<file path="src/rtl/vqueue_fetch_pkg.sv">
// vqueue_fetch_pkg: state encoding and default geometry for the video queue fetcher.
package vqueue_fetch_pkg;
   typedef enum logic [1:0] {IDLE, CHECK, REQ, RECV} state_t;
   localparam int ADDR_WIDTH = 11;
   localparam int BURST_LEN = 8;
   localparam int ADDR_BITS = 22;
   localparam int FB_BASE = 0;
   localparam int FRAME_WORDS = 24576;
   localparam int QDEPTH = 2 ** ADDR_WIDTH;
   localparam int BURSTS_PER_FRAME = FRAME_WORDS / BURST_LEN;
endpackage

</file>
<file path="src/rtl/vqueue_credit.sv">
// vqueue_credit: saturating queue credit counter (reserve a burst, release on consume/discard).
module vqueue_credit #(
   parameter int addr_width = 11,
   parameter int burst_len = 8
) (
   input  logic                clk,
   input  logic                rst,
   input  logic                reserve,
   input  logic                consume,
   input  logic                discard,
   output logic [addr_width:0] level
);
   localparam int LW = addr_width + 1;
   logic [LW:0] up, dn;
   logic [LW-1:0] nxt;
   always_comb begin
      up = {1'b0, level} + (reserve ? (LW+1)'(burst_len) : '0);
      dn = (LW+1)'(consume) + (LW+1)'(discard);
      nxt = up < dn ? '0 : LW'(up - dn);
   end
   always_ff @(posedge clk or posedge rst)
      if (rst) level <= '0;
      else level <= nxt;
endmodule

</file>
<file path="src/rtl/vqueue_fetch.sv">
// vqueue_fetch: issues SDRAM burst reads over the framebuffer and feeds the video queue,
// requesting only when a whole burst is guaranteed to fit.
module vqueue_fetch
   import vqueue_fetch_pkg::*;
#(
   parameter int addr_width = ADDR_WIDTH,
   parameter int burst_len = BURST_LEN,
   parameter int addr_bits = ADDR_BITS,
   parameter int fb_base = FB_BASE,
   parameter int frame_words = FRAME_WORDS
) (
   input  logic                 Clock,
   input  logic                 Reset,
   input  logic                 FrameStart,
   input  logic                 Consume,
   output logic                 MemReq,
   output logic [addr_bits-1:0] MemAddr,
   input  logic                 MemAck,
   input  logic                 MemValid,
   input  logic [31:0]          MemData,
   output logic                 WrEn,
   output logic [31:0]          Data,
   output logic [addr_width:0]  Level,
   output logic                 Busy
);
   localparam int QD = 2 ** addr_width;
   localparam int LW = addr_width + 1;
   localparam int PW = $clog2(frame_words + 1);
   localparam int CW = $clog2(burst_len + 1);
   state_t state, state_n;
   logic [PW-1:0] ptr, ptr_n;
   logic [CW-1:0] cnt, cnt_n;
   logic pend, pend_n, req_n, wr_n, reserve, discard;
   logic [addr_bits-1:0] addr_n;
   logic [31:0] data_n;
   vqueue_credit #(.addr_width(addr_width), .burst_len(burst_len)) credit (
      .clk(Clock), .rst(Reset), .reserve(reserve), .consume(Consume),
      .discard(discard), .level(Level)
   );
   assign Busy = state != IDLE;
   always_ff @(posedge Clock or posedge Reset)
      if (Reset) begin
         state <= IDLE;
         ptr <= '0;
         cnt <= '0;
         pend <= 1'b0;
         MemReq <= 1'b0;
         MemAddr <= addr_bits'(fb_base);
         WrEn <= 1'b0;
         Data <= '0;
      end else begin
         state <= state_n;
         ptr <= ptr_n;
         cnt <= cnt_n;
         pend <= pend_n;
         MemReq <= req_n;
         MemAddr <= addr_n;
         WrEn <= wr_n;
         Data <= data_n;
      end
   always_comb begin
      state_n = state;
      ptr_n = ptr;
      cnt_n = cnt;
      pend_n = pend;
      req_n = MemReq;
      addr_n = MemAddr;
      wr_n = 1'b0;
      data_n = Data;
      reserve = 1'b0;
      discard = 1'b0;
      case (state)
         IDLE: if (FrameStart) begin
            ptr_n = '0;
            state_n = CHECK;
         end
         CHECK: if (FrameStart) ptr_n = '0;
         else if (ptr == PW'(frame_words)) state_n = IDLE;
         else if (Level <= LW'(QD - burst_len)) begin
            req_n = 1'b1;
            addr_n = addr_bits'(fb_base) + addr_bits'(ptr);
            state_n = REQ;
         end
         REQ: if (MemAck) begin
            req_n = 1'b0;
            reserve = 1'b1;
            ptr_n = ptr + PW'(burst_len);
            cnt_n = '0;
            pend_n = FrameStart;
            state_n = RECV;
         end else if (FrameStart) begin
            req_n = 1'b0;
            ptr_n = '0;
            state_n = CHECK;
         end
         RECV: begin
            if (FrameStart) pend_n = 1'b1;
            if (MemValid) begin
               // a restart turns the rest of the burst into credit releases instead of writes
               discard = pend | FrameStart;
               wr_n = ~discard;
               data_n = discard ? Data : MemData;
               cnt_n = cnt + CW'(1);
               if (cnt == CW'(burst_len - 1)) begin
                  state_n = CHECK;
                  ptr_n = discard ? '0 : ptr;
                  pend_n = 1'b0;
               end
            end
         end
         default: state_n = IDLE;
      endcase
   end
endmodule

</file>
<file path="config.mk">
export PLATFORM = sky130hd
export DESIGN_NAME = vqueue_fetch
export DESIGN_NICKNAME = d
export VERILOG_FILES = /design/src/rtl/vqueue_fetch_pkg.sv /design/src/rtl/vqueue_credit.sv /design/src/rtl/vqueue_fetch.sv
export SDC_FILE = /design/constraint.sdc
export NUM_CORES = 1
export LEC_CHECK = 0
export CORE_AREA = 4 4 73 125
export CTS_CLUSTER_DIAMETER = 100
export DETAILED_ROUTE_END_ITERATION = 7
export DIE_AREA = 0 0 77 129
export DONT_BUFFER_PORTS = 1
export GPL_ROUTABILITY_DRIVEN = 0
export MAX_ROUTING_LAYER = met4
export PLACE_DENSITY = 0.63
export REMOVE_ABC_BUFFERS = 1
export SYNTH_ARGS = -nofsm -noshare
export SYNTH_HDL_FRONTEND = slang
export SYNTH_SLANG_ARGS = --single-unit
</file>
<file path="constraint.sdc">
create_clock -name Clock -period 5.6 [get_ports Clock]
set_clock_uncertainty 0.05 [all_clocks]
set_input_delay 0 -clock Clock [delete_from_list [all_inputs] [get_ports Clock]]
set_output_delay 0 -clock Clock [all_outputs]
set_load 0.01 [all_outputs]
</file>
==> impl_metrics.tcl <==
set metrics [dict create \
    status "finished clean" \
    cts_max_level 3 \
    multi_input_area_um2 1680 \
    die_area_um2 9930 \
    power.leakage_nw 2.21 \
    setup_ws_ps 2140 \
    area.sequential_um2 2080 \
    nets 491 \
    cts_inserted_buffers 9 \
    clockBufferDepth 2 \
    power_w 0.00219 \
    vias 3010 \
    grt_overflow 0 \
    die_x_um 77 \
    irDropWorstVdd_v 0.000259 \
    ant_nets 0 \
    cts_root_buf "clkbuf_16" \
    synth_cell_types 52 \
    ys_ff_latch 83 \
    start_kind "flop" \
    track_usage 0.204 \
    drtIter0Drc 178 \
    synth_warnings 0 \
    core_um2 8020 \
    synthToLayoutAreaGrowth_pct 16.7 \
    place_hpwl_mm 6.17 \
    critPathMaxStageDelay_ps 560 \
    clk_latency_ps 330 \
    fillers 685 \
    dp_slack_ps 2180 \
    port_buffers 0 \
    setup-violations-final 0 \
    diodes 0 \
    hold_violations 0 \
    drc 0 \
    num_rows 43 \
    synth_ff_type "dfrtp_1" \
    end_kind "flop" \
    drive_above_1_share 0.0978 \
    crit_path_max_fanout 14 \
    arrival_ps 3630 \
    async_flop_share 1.00 \
    synth_area_leaders "dfrtp_1 (53%), nand2_1 (11%), mux2_2 (4.9%)" \
    syn_area_per_cell_um2 9.47 \
    critPathSlowestCell "or4_4" \
    finalMaxSlewViolations 0 \
    critical_path_class "flop to flop" \
    fmax_mhz 289 \
    final_util 0.573 \
    tightest_slew_ps 1180 \
    cts_sinks 83 \
    required_ps 5770 \
    path_cells "nor2b_1, and2_1, ha_1, or2_1, or4_4, nor4b_4, nor2_1, mux2_2" \
    rsz0062_at_grt "false" \
    start_util 0.491 \
    synthTopCellsByCount "nand2_1 (111), dfrtp_1 (83), o21ai_0 (26), nor2_1 (22), a21oi_1 (18)" \
    hp-class "input pin to flop" \
    r2r_slack_ps 2140 \
    synth_cells 416 \
    io_pins 107 \
    wirelength_mm 9.23 \
    path_clk_slew_ps 60 \
    setup_tns_ps 0 \
    wl_per_cell_um 17.1 \
    cts_tree "built" \
    dieHeight_um 129 \
    maxCapViolations 0 \
    hold_ws_ps 16.9 \
    min_period_ps 3460 \
    dr.pass1.iters 6 \
    max_slew_margin 0.205 \
    yosys.area.top_type "dfrtp_1" \
    netlist_area_um2 3940 \
    cp_top_family "simple AND/OR/NAND/NOR gates" \
    period_share 0.617 \
    cp_num_buf_inv 0 \
    antenna_found_initial 0 \
    yosysMostFrequentCell "nand2_1" \
    grt_pass1_wl_mm 15.4 \
    synth_top_area_share 0.527 \
    synth_edf_count 0 \
    vias_per_cell 5.57 \
    power.density_nw_per_um2 476 \
    grt_pass1_vias 3114 \
    ys_seq_area_frac 0.527 \
    grt_start_max_net_pins 84 \
]
-- kinds of logic (layout without fill, tap and decap cells) --
group | Yosys count | count (layout) | share of synthesized area
xor gates and xnor gates | 5 | 5 | 0.0111
DFF | 83 | 83 | 0.527
AOI/OAI and AO/OA | 68 | 68 | 0.104
adders and majority gates | 8 | 8 | 0.0273
other | 1 | 7 | 0.000952
buffers and inverters | 41 | 69 | 0.0515
muxes | 19 | 19 | 0.0537
and+or+nand+nor | 191 | 191 | 0.224
-- path summary, 6_finish.rpt --
check                      cells past startpoint              end     start
setup / recovery                               8  credit.level[5]  state[1]
hold / removal                                 3           ptr[6]    MemAck
setup reg to reg                               8  credit.level[5]  state[1]
hold reg to reg                                1          ptr[14]   ptr[14]
max in group asynchronous                      3         Data[30]     Reset
min in group asynchronous                      3         Data[27]     Reset
-- state kept, by name, summed over array words and instances, names as in the netlist --
name          count
Data             32
MemAddr          15
ptr              15
credit.level     12
cnt               4
state             2
MemReq            1
WrEn              1
pend              1
-- routing by layer --
| layer | track usage | part of all wire |
|---|---|---|
| met5 | - | 0 |
| met4 | 0.0681 | 0.011 |
| met3 | 0.0581 | 0.062 |
| met2 | 0.366 | 0.55 |
| met1 | 0.214 | 0.37 |
-- repair_timing --
action	4_1_cts	5_1_grt
hold buffers	38	0
buffers inserted	0	0
endpoints found under the hold margin	131	0
gates resized for setup	0	0
-- through the flow --
stage | cells | cell area [um^2]
6_report | 540 | 4600
5_1_grt | 540 | 4600
4_1_cts | 540 | 4600
3_5_place_dp | 486 | 3940
3_3_place_gp | 486 | 3940
2_1_floorplan | 394 | 3810
-- layout by cell type (no fill, tap or decap), drive strengths merged, types with 3 or more instances in the layout --
cell type and instances:
a21oi 18, a31oi 4, and3 6, clkbuf 10
clkinv 5, conb 7, dfrtp 83, dlygate4sd3 38
ha 7, inv 13, mux2 17, nand2 111
nand3 9, nand4 6, nor2 23, nor2b 7
nor3 8, nor4 5, o21ai 27, o31ai 3
xor2 4
-- worst min-delay path: stages --
cell and delay (ps):
and3_1 180, nand3_1 80, o21ai_0 90
-- cell type report --
| class | instances | share of cell area |
|---|---|---|
| multi-input cells | 298 | 0.366 |
| well taps | 90 | 0.0245 |
| flip-flops and latches | 83 | 0.452 |
| clock inverters | 6 | 0.00871 |
| inverters | 13 | 0.0109 |
| clock buffers | 10 | 0.0520 |
| repair buffers | 40 | 0.0860 |
-- power by group --
| part | internal, W | switching (W) |
|---|---|---|
| Combinational | 0.000244 | 0.000319 |
| Clock | 0.000312 | 0.000234 |
| Sequential | 0.000788 | 0.000293 |
| Total | 0.00134 | 0.000846 |
Note: power is estimated with default switching activity, not from simulation.
